**src/rtl/fifo_wr_arbiter.sv**
```systemverilog
// fifo_wr_arbiter
//   Round-robin arbiter that shares one FIFO write port among NREQ requesters.
//   A grant covers one packet or BURST beats, whichever comes first. It is
//   revoked after TIMEOUT idle cycles if the granted requester stops
//   presenting data. There is always one IDLE cycle between grants.
//
// Ports
//   clk_i        clock, all state updates on the rising edge
//   rst_i        asynchronous active-high reset
//   req_valid_i  per-requester beat valid
//   req_data_i   per-requester data, requester k at [k*WIDTH +: WIDTH]
//   req_last_i   per-requester end-of-packet, qualified by valid
//   req_ready_o  per-requester ready (only the granted requester, when not full)
//   full_i       FIFO full flag
//   wr_en_o      FIFO write enable
//   wdata_o      FIFO write data (zero when not writing)
//   gnt_o        one-hot current grant, zero while idle
//   busy_o       high while a grant is held
module fifo_wr_arbiter #(
  parameter int WIDTH   = 8,
  parameter int NREQ    = 4,
  parameter int BURST   = 4,
  parameter int TIMEOUT = 8
) (
  input  logic                  clk_i,
  input  logic                  rst_i,
  input  logic [NREQ-1:0]       req_valid_i,
  input  logic [NREQ*WIDTH-1:0] req_data_i,
  input  logic [NREQ-1:0]       req_last_i,
  output logic [NREQ-1:0]       req_ready_o,
  input  logic                  full_i,
  output logic                  wr_en_o,
  output logic [WIDTH-1:0]      wdata_o,
  output logic [NREQ-1:0]       gnt_o,
  output logic                  busy_o
);

  localparam int IW = (NREQ > 1) ? $clog2(NREQ) : 1;
  localparam int BW = $clog2(BURST) + 1;
  localparam int TW = $clog2(TIMEOUT) + 1;

  localparam logic [BW-1:0] BEAT_LAST = BW'(BURST - 1);
  localparam logic [TW-1:0] IDLE_LAST = TW'(TIMEOUT - 1);

  typedef enum logic {IDLE, GRANT} state_t;

  state_t          state_reg, state_next;
  logic [IW-1:0]   gnt_idx_reg, gnt_idx_next;
  logic [IW-1:0]   ptr_reg, ptr_next;
  logic [BW-1:0]   beat_cnt_reg, beat_cnt_next;
  logic [TW-1:0]   idle_cnt_reg, idle_cnt_next;

  logic            any_valid;
  logic [IW-1:0]   sel_idx;
  logic            vld_g, last_g, xfer, live;
  logic [WIDTH-1:0] data_g;

  // (base + off) mod NREQ for base < NREQ and off <= NREQ
  function automatic logic [IW-1:0] wrap_idx(input int base, input int off);
    int s;
    s = base + off;
    if (s >= NREQ) s = s - NREQ;
    return IW'(s);
  endfunction

  // Round-robin pick: scan from farthest to nearest so the first set bit
  // after the pointer is the one that survives.
  always_comb begin
    any_valid = 1'b0;
    sel_idx   = '0;
    for (int i = NREQ; i >= 1; i--) begin
      if (req_valid_i[wrap_idx(int'(ptr_reg), i)]) begin
        any_valid = 1'b1;
        sel_idx   = wrap_idx(int'(ptr_reg), i);
      end
    end
  end

  assign vld_g  = req_valid_i[gnt_idx_reg];
  assign last_g = req_last_i[gnt_idx_reg];
  assign data_g = req_data_i[gnt_idx_reg*WIDTH +: WIDTH];

  // Outputs are additionally gated by rst_i so they drop the instant reset
  // rises, independent of how the register reset propagates.
  assign live = (state_reg == GRANT) && !rst_i;
  assign xfer = live && vld_g && !full_i;

  always_comb begin
    state_next    = state_reg;
    gnt_idx_next  = gnt_idx_reg;
    ptr_next      = ptr_reg;
    beat_cnt_next = beat_cnt_reg;
    idle_cnt_next = idle_cnt_reg;
    wr_en_o       = 1'b0;
    wdata_o       = '0;
    req_ready_o   = '0;
    gnt_o         = '0;
    busy_o        = 1'b0;

    case (state_reg)
      IDLE: begin
        if (any_valid) begin
          state_next    = GRANT;
          gnt_idx_next  = sel_idx;
          ptr_next      = sel_idx;
          beat_cnt_next = '0;
          idle_cnt_next = '0;
        end
      end
      GRANT: begin
        busy_o                   = live;
        gnt_o[gnt_idx_reg]       = live;
        req_ready_o[gnt_idx_reg] = live && !full_i;
        wr_en_o                  = xfer;
        if (xfer) wdata_o = data_g;

        if (xfer) begin
          beat_cnt_next = beat_cnt_reg + 1'b1;
          idle_cnt_next = '0;
          // last and burst limit on the same beat give one release
          if (last_g || beat_cnt_reg == BEAT_LAST) state_next = IDLE;
        end else if (!full_i) begin
          // Requester idle; a full FIFO never counts toward the timeout
          if (idle_cnt_reg == IDLE_LAST) state_next = IDLE;
          else idle_cnt_next = idle_cnt_reg + 1'b1;
        end
      end
      default: state_next = IDLE;
    endcase
  end

  always_ff @(posedge clk_i or posedge rst_i) begin
    if (rst_i) begin
      state_reg    <= IDLE;
      gnt_idx_reg  <= '0;
      ptr_reg      <= IW'(NREQ - 1);
      beat_cnt_reg <= '0;
      idle_cnt_reg <= '0;
    end else begin
      state_reg    <= state_next;
      gnt_idx_reg  <= gnt_idx_next;
      ptr_reg      <= ptr_next;
      beat_cnt_reg <= beat_cnt_next;
      idle_cnt_reg <= idle_cnt_next;
    end
  end

endmodule

```
**config.mk**
```make
export PLATFORM = sky130hd
export DESIGN_NAME = fifo_wr_arbiter
export DESIGN_NICKNAME = d
export VERILOG_FILES = /design/src/rtl/fifo_wr_arbiter.sv
export SDC_FILE = /design/constraint.sdc
export NUM_CORES = 1
export LEC_CHECK = 0
export ABC_AREA = 1
export BUFFER_PORTS_ARGS = -buffer_cell sky130_fd_sc_hd__buf_2
export CAP_MARGIN = 20
export CORE_ASPECT_RATIO = 0.9
export CORE_MARGIN = 8
export CORE_UTILIZATION = 45
export CTS_CLUSTER_DIAMETER = 100
export DETAILED_ROUTE_END_ITERATION = 8
export PLACE_DENSITY = 0.86
export RECOVER_POWER = 50
export SLEW_MARGIN = 10
export SYNTH_ARGS = -nofsm -noshare
export SYNTH_HDL_FRONTEND = slang
export SYNTH_SLANG_ARGS = --single-unit
```
**constraint.sdc**
```tcl
create_clock -name clk_i -period 1.7 [get_ports clk_i]
set_clock_uncertainty 0.2 [all_clocks]
set_input_delay 0.085 -clock clk_i [delete_from_list [all_inputs] [get_ports clk_i]]
set_output_delay 0.085 -clock clk_i [all_outputs]
set_load 0.01 [all_outputs]
```
# After elaboration in Yosys (flattened, before gate mapping)
# Cells that the tools add are included.
[totals] reg_bits=12 input_bits=43 output_inout_bits=18
[op_classes] n_addsub=10 order_cmp=10 n_eq_ne=6 shifts=1 muxes=46 bitwise_logic=3 n_reduce_logical=11
[op_table] operator="32-bit by 6-bit variable part select with 8-bit output" n=1
[op_table] operator="4-bit 2-to-1 mux" n=6
[op_table] operator="1-bit 2-to-1 mux" n=18
[op_table] operator="2-bit 2-to-1 mux" n=8
[op_table] operator="8-bit 2-to-1 mux" n=2
[op_table] operator="2-bit by 3-bit < comparator with 1-bit output, second input constant" n=5
[op_table] operator="1-bit binary-select mux with 2-bit select" n=6
[op_table] operator="3-bit >= comparator, second input constant" n=3
[op_table] operator="4-bit AND" n=2
[op_table] operator="4-bit one-hot mux with 2 select lines" n=1
[op_table] operator="2-bit by 1-bit subtractor with 2-bit output, second input constant" n=4
[op_table] operator="2-bit by 2-bit adder with 3-bit output, second input constant" n=2
[op_table] operator="3-bit 2-to-1 mux" n=2
[op_table] operator="3-bit one-hot mux with 2 select lines" n=1
[op_table] operator="1-bit logical AND" n=5
[op_table] operator="2-bit by 3-bit adder with 4-bit output, second input constant" n=1
[op_table] operator="4-bit by 1-bit adder with 4-bit output, second input constant" n=1
[op_table] operator="4-bit by 3-bit == test with 1-bit output, second input constant" n=1
[op_table] operator="4-bit by 3-bit >= comparator with 1-bit output, second input constant" n=1
[op_table] operator="2-bit AND reduction" n=2
[op_table] operator="2-bit by 1-bit adder with 3-bit output, second input constant" n=1
[op_table] operator="3-bit by 1-bit adder with 3-bit output, second input constant" n=1
[op_table] operator="3-bit by 2-bit == test with 1-bit output, second input constant" n=1
[op_table] operator="3-bit by 2-bit inequality test with 1-bit output, second input constant" n=1
[op_table] operator="other kinds (10)" n=11

# Longest topological paths before layout
# Gate-level depths: netlist of run 1.
[logic_depth] word_depth=11 depth_mapped=12

# Worst setup path after synthesis of run 1
# No wires, ideal clock.
[synth_timing] path_type="register to register" from="register ptr_reg[0]" to="register gnt_idx_reg[0]" setup_time_ps=119 arrival_ps=1193 setup_slack_ps=188 stages_incl_launch_ff=11 period_less_slack_ps=1512 path_cell_list="dfstp_2 -> buf_4 -> inv_2 -> nand2_1 -> nand2_1 -> nand2_1 -> nand2_1 -> nand2_1 -> nand3_1 -> nand3_1 -> nand2_1"
[synth_between] elab_chain_len=10
[synth_lines] item="start: declaration" line_no="49" text="logic [IW-1:0] ptr_reg, ptr_next;"
[synth_lines] item="start signal: assignment" line_no="136" text="ptr_reg <= IW'(NREQ - 1);"
[synth_lines] item="start signal: assignment" line_no="142" text="ptr_reg <= ptr_next;"
[synth_lines] item="2-bit by 3-bit adder with 4-bit output" line_no="61" text="s = base + off;"
[synth_lines] item="4-bit by 3-bit >= comparator with 1-bit output or 2-bit by 1-bit subtractor with 2-bit output (tied branches)" line_no="62" text="if (s >= NREQ) s = s - NREQ;"
[synth_lines] item="2-bit 2-to-1 mux" line_no="62"
[synth_lines] item="1-bit binary-select mux with 2-bit select" line_no="72" text="if (req_valid_i[wrap_idx(int'(ptr_reg), i)]) begin"
[synth_lines] item="1-bit 2-to-1 mux (not written as such)" line_no="72"
[synth_lines] item="1-bit 2-to-1 mux (4 in a row)" line_no="72"
[synth_lines] item="2-bit AND reduction (no line)"
[synth_lines] item="end signal: assignment" line_no="141" text="gnt_idx_reg <= gnt_idx_next;"
[synth_lines] item="end: declaration" line_no="48" text="logic [IW-1:0] gnt_idx_reg, gnt_idx_next;"
# Several ways; a longest one is shown, not always the timed one. The select of a mux whose other input is x is not followed.
# A chain may end at the register's enable or synchronous reset.

# Final worst setup path of run 1
[layout_timing] from="register gnt_idx_reg[0]" to="output wdata_o[1]"
[layout_between] elab_chain_len=6
[layout_lines] item="parallel branches: the longest is 4 deep, another holds 32-bit by 6-bit variable part select with 8-bit output"
[layout_lines] item="8-bit 2-to-1 mux *" line_no="115" text="if (xfer) wdata_o = data_g;"
[layout_lines] item="8-bit 2-to-1 mux *" line_no="100" text="case (state_reg)"
[layout_lines] item="end: declaration" line_no="33" text="output logic [WIDTH-1:0] wdata_o,"
# Mark *: on every way between the ends. The select of a mux whose other input is x is not followed.

==> impl_metrics.ini, run 1 <==
[outcome]
status = finished, violations left
violations = negative setup slack

[power]
leakagePower_nw = 0.996
power_density_mw_per_mm2 = 1470
vdd_drop_max_v = 0.00107

[finish]
drive_gt1_frac = 0.449
syn_to_final_growth_pct = 55.8
layout.cells.most_common_list = nand2_1, buf_2, inv_1
largest_reg_flops = 4
nNetsFinal = 310
regArea_um2 = 307
stdcell_area_mm2 = 0.00177
layout_commonest_cell = nand2_1
fillers = 161
multi_input_area_um2 = 816
num_antenna_cells = 0

[sta]
fin_crit_sh = 1.09
hold_viol = 0
rsz0062_at_grt = yes
finalSetupTns_ns = -1.10
timing.final.ws_setup_ns = -0.157
period_needed_ns = 1.86
worstMarginPinSlew_ns = 0.652
setup_viol = 15
final-max-slew-violation-count = 0
whs_ns = 0.0806
maxSlewHeadroom = 0.565
max_freq_mhz = 539

[global_routing]
grt_max_degree = 13
antenna_found_initial = 0
gr-total-overflow = 0
grt_pass1_vias = 1390
grt_pass1_wl_mm = 5.84
gr-usage-all-layers = 0.164

[worst_hold_path]
hold_path.class = input pin to register

[die]
core_area_mm2 = 0.00242
dieArea_mm2 = 0.00439
die_width_um = 69.0
start_util = 0.469
num_rows = 17
die_h_um = 63.7
io-pin-count = 61

[critical_path]
crit_fanout = 6
path_buf_inv = 2
cp_cell_sequence = inv_4 > nand2_2 > nand2_2 > nand2_2 > nand2_4 > nand2_4 > a41oi_2 > buf_2
r2r_slack_ns = -0.03
crit_required_ns = 1.41
critical_path_class = register to output pin
cp-end-kind = output pin
crit_slowest_cell = dfrtp_2
crit_path_frequent_cell = nand2_2
cp_top_family = flip-flops
arrival_ns = 1.57
critPathLaunchType = register
slowest_delay_ns = 0.47

[clock_network]
clockBufferDepth = 2
clk_pin_slew_ns = 0.08
cts.sinks = 12
cts_tree = done
htreeDepth = 1
cts_root_buf = clkbuf_4
cts-buffers-inserted = 3
insertion_delay_ns = 0.28

[logic_synthesis]
synth_edf_count = 0
ys_ff_latch = 12
avgSynthCellArea_um2 = 6.21
ys_warn_count = 0
synth_cell_types = 25
synthArstFlopShare = 1.00
synth_fp_nets = 229
syn_area_mm2 = 0.00114
synthFlopType = dfrtp_1
synthCells = 183
ys_seq_area_frac = 0.267

[placed_design]
gp_congestion = 0.861
postPlaceCellArea_mm2 = 0.00148
place_hpwl_mm = 2.95
io_buffer_count = 60

[routing]
vias_per_cell = 5.53
vias = 1609
ant_nets = 0
drc = 0
drt_wl_total_mm = 4.49
first_iter_violations = 77
firstDrtPassIters = 5
post_drt_wl_per_cell_um = 15.4

[run]
drv_cap = 0
==> routing by layer <==
metal | global-route usage | routed length, um
met4 | 0.0627 | 161
met1 | 0.184 | 1600
met3 | 0.0371 | 586
met5 | 0 | 0
met2 | 0.284 | 2140
==> cells in the mapped netlist, types with 2 or more instances <==
cell | count | share of area
buf_4 | 2 | 0.013
nand4_1 | 4 | 0.022
a41oi_1 | 3 | 0.023
nand3_1 | 12 | 0.053
a21oi_1 | 7 | 0.031
inv_1 | 18 | 0.059
nand2_2 | 4 | 0.022
a22oi_1 | 10 | 0.066
ha_1 | 3 | 0.033
nor2_2 | 4 | 0.022
dfstp_2 | 2 | 0.046
inv_2 | 3 | 0.0099
buf_6 | 2 | 0.020
nand2_4 | 2 | 0.020
dfrtp_1 | 10 | 0.22
o21ai_1 | 2 | 0.0088
nand2_1 | 74 | 0.24
nor2_1 | 13 | 0.043
nor3_1 | 2 | 0.0088
==> worst register-to-register path: stages, from the launching register on <==
cell,delay [ns]
dfrtp_2,0.47
inv_4,0.10
nand2_2,0.05
nand2_2,0.08
nand2_2,0.07
nand2_4,0.10
nand2_4,0.09
buf_6,0.15
nand2_2,0.08
nand2_4,0.08
nand3_1,0.08
nand2_1,0.06
==> path summary, 6_finish.rpt <==
path                                startpoint              end  cells past startpoint
worst max-delay path            gnt_idx_reg[0]       wdata_o[1]                      8
worst min-delay path            req_valid_i[0]       ptr_reg[1]                      6
worst max register to register  gnt_idx_reg[0]  idle_cnt_reg[2]                     11
worst min register to register      ptr_reg[1]       ptr_reg[1]                      2
max in group asynchronous                rst_i        state_reg                      4
min in group asynchronous                rst_i  idle_cnt_reg[3]                      4
==> cell type report <==
class | instances | area share
clock buffer | 4 | 0.0205
inverter | 22 | 0.0495
multi-input combinational | 145 | 0.461
sequential | 12 | 0.173
tap | 28 | 0.0198
timing repair buffer | 80 | 0.276
==> timing repair <==
item	4_1_cts	5_1_grt
endpoints found under the hold margin	13	0
pin swaps	1	5
hold buffers	6	0
endpoints found under the setup margin	11	23
gates cloned	1	0
setup buffers	2	7
gates resized for setup	5	32
==> logic make-up after synthesis <==
| group | share of synthesized area |
|---|---|
| simple gates | 0.435 |
| buf+inv | 0.112 |
| compound gates | 0.153 |
| flops | 0.267 |
| fa+ha+maj | 0.0330 |
==> per-stage QoR <==
step	worst slack, ns	util	total power, W	instances
2_1_floorplan	0.188	-	0.00159	183
3_3_place_gp	0.0990	0.610	0.00192	271
3_5_place_dp	0.0581	0.610	0.00195	271
4_1_cts	-0.0982	0.667	0.00226	284
5_1_grt	-0.236	0.730	0.00283	291
6_report	-0.157	0.730	0.00260	291
==> power breakdown <==
part | total, W | switching, W | internal [W]
clock | 0.000235 | 0.000104 | 0.000130
combinational | 0.00178 | 0.00104 | 0.000734
sequential | 0.000593 | 0.000164 | 0.000429
No activity file was read; power rests on OpenSTA's default activity.
==> run 2: changes to the inputs <==
--- a/config.mk
+++ b/config.mk
@@ -5,12 +5,12 @@
 export SDC_FILE = /design/constraint.sdc
 export NUM_CORES = 1
 export LEC_CHECK = 0
-export ABC_AREA = 1
+export ABC_AREA = 0
 export BUFFER_PORTS_ARGS = -buffer_cell sky130_fd_sc_hd__buf_2
 export CAP_MARGIN = 20
 export CORE_ASPECT_RATIO = 0.9
 export CORE_MARGIN = 8
-export CORE_UTILIZATION = 45
+export CORE_UTILIZATION = 44
 export CTS_CLUSTER_DIAMETER = 100
 export DETAILED_ROUTE_END_ITERATION = 8
 export PLACE_DENSITY = 0.86
==> run 2 against run 1 <==
Against the previous run: the flow still finishes with violations (negative setup slack); worst setup slack lost 0.25 ns; count of clock-buffer cells in the layout is the same; global-route usage grew 4.2 points; largest cell class unchanged; combinational power grew 16%; first-iteration DRC count grew 43%; final area grew 9.3%; core utilization grew 8.2 points; sequential power shrank 9.8%; worst hold slack gained 0.0051 ns; sequential share of layout area shrank 1.6 points; sequential cell count is the same; synthesized cell count shrank 40%.
==> impl_metrics.ini, run 2 <==
[outcome]
status = finished, violations left
violations = negative setup slack

[logic_synthesis]
synth_cell_types = 39
ys_warn_count = 0
yosys-top-cells-area = dfrtp_1, mux4_2, dfstp_2
synth_fa_ha_area_frac = 0.0348
yosys.area.top_type = dfrtp_1
synthCells = 110
avgSynthCellArea_um2 = 9.79
synthArstFlopShare = 1.00
synth_fp_nets = 156
ys_ff_latch = 12
synth_edf_count = 0
yosys.area_share.xor_xnor = 0
synthFlopType = dfrtp_1
synth-simple-area-share = 0.221
syn_area_mm2 = 0.00108
synth_compound_area_frac = 0.171
synth_top_family_by_area = multiplexers
synth_top_area_share = 0.232
synth_mux_area_frac = 0.225
synth_common_cells = dfrtp_1, nor2_1, mux4_2, and3_1, inv_1
ys_seq_area_frac = 0.281

[global_routing]
grt_pass1_vias = 1415
gr-total-overflow = 0
grt_pass1_wl_mm = 6.90
gr-usage-all-layers = 0.206
grt_max_degree = 15
antenna_found_initial = 0

[routing]
first_iter_violations = 110
post_drt_wl_per_cell_um = 23.3
dr.max_layer_used = met4
wl_met1_mm = 1.69
vias = 1335
vias_per_cell = 6.10
firstDrtPassIters = 4
drt_wl_total_mm = 5.10
drc = 0
met2_length_mm = 2.77
wl_met3_um = 287
ant_nets = 0

[critical_path]
crit_slowest_cell = dfrtp_2
r2r_slack_ns = -0.26
critPathLaunchType = register
slowest_delay_ns = 0.45
crit_required_ns = 1.41
arrival_ns = 1.82
critical_path_class = register to output pin
cp-end-kind = output pin
crit_fanout = 6
path_buf_inv = 3
cp_top_family = flip-flops
cp_cell_sequence = buf_6 > mux2i_4 > o22ai_4 > clkbuf_16 > and3_4 > buf_6
crit_path_frequent_cell = buf_6

[finish]
largest_reg_flops = 4
syn_to_final_growth_pct = 79.7
num_antenna_cells = 0
final_util = 0.813
layout_commonest_cell = buf_2
layout.cells.most_common_list = buf_2, buf_6, buf_4
nNetsFinal = 238
drive_gt1_frac = 0.681

[sta]
final-max-slew-violation-count = 0
timing.final.ws_setup_ns = -0.403
finalSetupTns_ns = -6.56
max_freq_mhz = 475
rsz0062_at_grt = yes
maxSlewHeadroom = 0.648
hold_viol = 0
worstMarginPinSlew_ns = 0.527
period_needed_ns = 2.10
fin_crit_sh = 1.24
setup_viol = 25

[clock_network]
clk_pin_slew_ns = 0.10
cts-buffers-inserted = 3
cts.sinks = 12
cts_tree = done
htreeDepth = 1
insertion_delay_ns = 0.29
cts_root_buf = clkbuf_4
clockBufferDepth = 2

[die]
core_area_mm2 = 0.00238
die_width_um = 68.2
io-pin-count = 61
dieArea_mm2 = 0.00429
die_h_um = 62.9
num_rows = 17
start_util = 0.452

[placed_design]
place_hpwl_mm = 3.00
io_buffer_count = 60
dp_slack_ns = -0.156
gp_congestion = 0.851

[power]
power_density_mw_per_mm2 = 1470
vdd_drop_max_v = 0.00119
leakagePower_nw = 0.928
p_total_w = 0.00285

[worst_hold_path]
hold_path.class = input pin to register

[run]
drv_cap = 0
## run 2: cell type report
| class | count | area (um^2) |
|---|---|---|
| Multi-Input combinational cell | 82 | 857 |
| Timing Repair Buffer | 85 | 668 |
| Fill cell | 128 | 447 |
| Sequential cell | 12 | 304 |
| Clock buffer | 4 | 36.3 |
| Inverter | 8 | 35.0 |
| Tap cell | 28 | 35.0 |
## run 2: kinds of logic after synthesis
group | Yosys count
AND/OR/NAND/NOR | 43
AO/OA/AOI/OAI | 23
buffers and inverters | 16
multiplexers | 13
flip-flops | 12
adder cells (fa/ha/maj) | 3
## run 2: layer usage
metal  vias to the layer above  track usage
met2                        72        0.392
met4                         0       0.0818
met3                        26       0.0376
met5                         -            0
li1                        575            -
met1                       662        0.206
## run 2: report_power, final
part / switching [W] / total [W] / internal (W)
sequential: 0.000119 / 0.000535 / 0.000416
combinational: 0.000924 / 0.00206 / 0.00113
clock: 0.000124 / 0.000254 / 0.000130
## run 2: metrics by stage
stage,hold WS [ns],instance area (um^2),instances
after floorplan,-0.252,1080,110
after global placement,-0.0575,1460,199
after detailed placement,-0.0393,1460,199
after CTS,0.0445,1670,213
after global routing,0.0601,1940,219
final,0.0857,1940,219
## run 2: worst reg2reg max path, stage by stage, from the launching register on
cell and delay (ns):
dfrtp_2 0.45, buf_6 0.14, mux2i_4 0.19, o22ai_4 0.26, buf_12 0.17, buf_12 0.11, nand2_8 0.05, buf_4 0.16
mux2i_1 0.11
## run 2: final timing paths
kind,end,start,cells past startpoint
hold / removal,ptr_reg[1],req_valid_i[3],4
setup / recovery,wdata_o[2],gnt_idx_reg[0],6
hold reg to reg,beat_cnt_reg[0],beat_cnt_reg[0],1
setup reg to reg,beat_cnt_reg[0],gnt_idx_reg[0],8
max in group asynchronous,ptr_reg[1],rst_i,3
min in group asynchronous,gnt_idx_reg[1],rst_i,3
## run 2: what timing repair did
action,in CTS,in global routing
resized for setup,18,47
hold endpoints to repair,12,0
hold buffers,1,0
setup endpoints to repair,25,25
gates cloned,1,1
buffers inserted,8,7
pin swaps,5,10
==> run 3: changes to the inputs <==
--- a/config.mk
+++ b/config.mk
@@ -13,7 +13,7 @@
 export CORE_UTILIZATION = 44
 export CTS_CLUSTER_DIAMETER = 100
 export DETAILED_ROUTE_END_ITERATION = 8
-export PLACE_DENSITY = 0.86
+export PLACE_DENSITY = 0.8
 export RECOVER_POWER = 50
 export SLEW_MARGIN = 10
 export SYNTH_ARGS = -nofsm -noshare
==> run 3 against run 2 <==
Against the previous run: the flow still finishes with violations (negative setup slack); total power shrank 17%; fmax is 5.5% higher; clock power shrank 7.9%; count of clock-buffer cells in the layout unchanged; die area is the same; critical path depth shrank 1; critical endpoint is now wdata_o[1]; sequential power down 2%; via count is 10% lower; non-clock buffer count shrank 7; worst hold slack got worse by 0.034 ns.
==> impl_metrics.ini, run 3 (synthesis gave the netlist of run 2 again) <==
[outcome]
status = finished, violations left
violations = negative setup slack

[routing]
vias_per_cell = 5.64
firstDrtPassIters = 4
drt_wl_total_mm = 3.95
ant_nets = 0
drc = 0
post_drt_wl_per_cell_um = 18.6
vias = 1195
first_iter_violations = 30

[placed_design]
dp_slack_ns = -0.141
place_hpwl_mm = 2.85
gp_congestion = 0.877
place_inst = 197
io_buffer_count = 60

[critical_path]
slowest_delay_ns = 0.43
crit_required_ns = 1.41
cp-end-kind = output pin
arrival_ns = 1.71
cp_cell_sequence = or3b_4 > o22ai_4 > buf_12 > and3_1 > buf_2
critical_path_class = register to output pin
critPathLaunchType = register
crit_fanout = 12
reg2reg_depth = 6
crit_slowest_cell = or3b_4

[clock_network]
htreeDepth = 1
insertion_delay_ns = 0.28
cts_root_buf = clkbuf_4
clockBufferDepth = 2
cts.sinks = 12
clk_pin_slew_ns = 0.08
cts_tree = done
cts-buffers-inserted = 3

[finish]
nNetsFinal = 231
drive_gt1_frac = 0.609
syn_to_final_growth_pct = 56.4
layout.cells.most_common_list = buf_2, mux4_2, dfrtp_1, buf_6
largest_reg_flops = 4
multi_input_area_um2 = 764
num_antenna_cells = 0
layout_commonest_cell = buf_2
regArea_um2 = 304
fillers = 181
fin_cells = 212

[die]
num_rows = 17
die_h_um = 62.9
io-pin-count = 61
start_util = 0.452
dieArea_mm2 = 0.00429
die_width_um = 68.2
core_area_mm2 = 0.00238

[sta]
hold_viol = 0
rsz0062_at_grt = yes
worstMarginPinSlew_ns = 0.518
max_freq_mhz = 502
maxSlewHeadroom = 0.654
final-max-slew-violation-count = 0
fin_crit_sh = 1.17
timing.final.ws_setup_ns = -0.293
setup_viol = 20
period_needed_ns = 1.99

[power]
power_density_mw_per_mm2 = 1410
leakagePower_nw = 0.891
vdd_drop_max_v = 0.00105

[worst_hold_path]
hold_path.class = input pin to register
holdPathStages = 4

[global_routing]
met2_usage = 0.322
grt_use_met1 = 0.194
gr-max-usage-layer = met2
grt_max_degree = 14
antenna_found_initial = 0
grt_use_met3 = 0.0430
grt_pass1_vias = 1264
gr-usage-all-layers = 0.173
gr-total-overflow = 0
grt_pass1_wl_mm = 5.89

[run]
drv_cap = 0
==> run 3: cell types whose count changed in the layout (fill, tap and decap cells not counted), sizes merged <==
cell    before  now
buf         82   76
clkbuf       6    5
==> run 3: path summary, 6_finish.rpt <==
kind | start | endpoint | slack [ns]
max | gnt_idx_reg[1] | wdata_o[1] | -0.29
min | req_valid_i[2] | ptr_reg[1] | 0.05
max reg2reg | gnt_idx_reg[1] | state_reg | -0.22
min reg2reg | ptr_reg[0] | ptr_reg[0] | 0.29
max in group asynchronous | rst_i | gnt_idx_reg[0] | 0.71
min in group asynchronous | rst_i | gnt_idx_reg[0] | 0.22
==> run 3: area by class of cell <==
class | count | share of cell area
flip-flops and latches | 12 | 0.180
inverters | 8 | 0.0178
multi-input cells | 82 | 0.454
clock buffers | 4 | 0.0215
well taps | 28 | 0.0208
repair buffers | 78 | 0.306
==> run 3: per-stage QoR <==
| step | cell area [um^2] | power (W) | hold WS [ns] | utilization | setup TNS [ns] |
|---|---|---|---|---|---|
| after detailed placement | 1440 | 0.00172 | -0.0374 | 0.602 | -1.11 |
| final | 1690 | 0.00237 | 0.0518 | 0.707 | -4.40 |
| after global placement | 1440 | 0.00168 | -0.0545 | 0.602 | -0.517 |
| after CTS | 1610 | 0.00222 | 0.00321 | 0.674 | -3.35 |
| after floorplan | 1080 | 0.00137 | -0.252 | - | 0 |
| after global routing | 1690 | 0.00253 | 0.0730 | 0.707 | -5.60 |
==> run 3: worst max-delay path: cells and delay by family (launching register included) <==
family | cells | cell delay, ns
AOI/OAI and AO/OA | 1 | 0.15
buffers and inverters | 2 | 0.28
DFF | 1 | 0.40
and+or+nand+nor | 2 | 0.59
==> run 3: metal layers <==
metal	routed length, um	vias up
li1	-	561
met1	1450	585
met2	2260	43
met3	192	6
met4	47	0
met5	0	-
==> run 3: timing repair <==
| action | CTS | global route |
|---|---|---|
| hold buffers | 1 | 0 |
| setup endpoints to repair | 23 | 24 |
| resized for setup | 16 | 14 |
| setup buffers | 7 | 3 |
| hold endpoints to repair | 12 | 0 |
| pin swaps | 3 | 2 |
==> run 3: power by group <==
part	internal [W]	switching [W]	total, W
Sequential	0.000416	0.000105	0.000522
Combinational	0.000879	0.000736	0.00162
Clock	0.000130	0.000104	0.000234
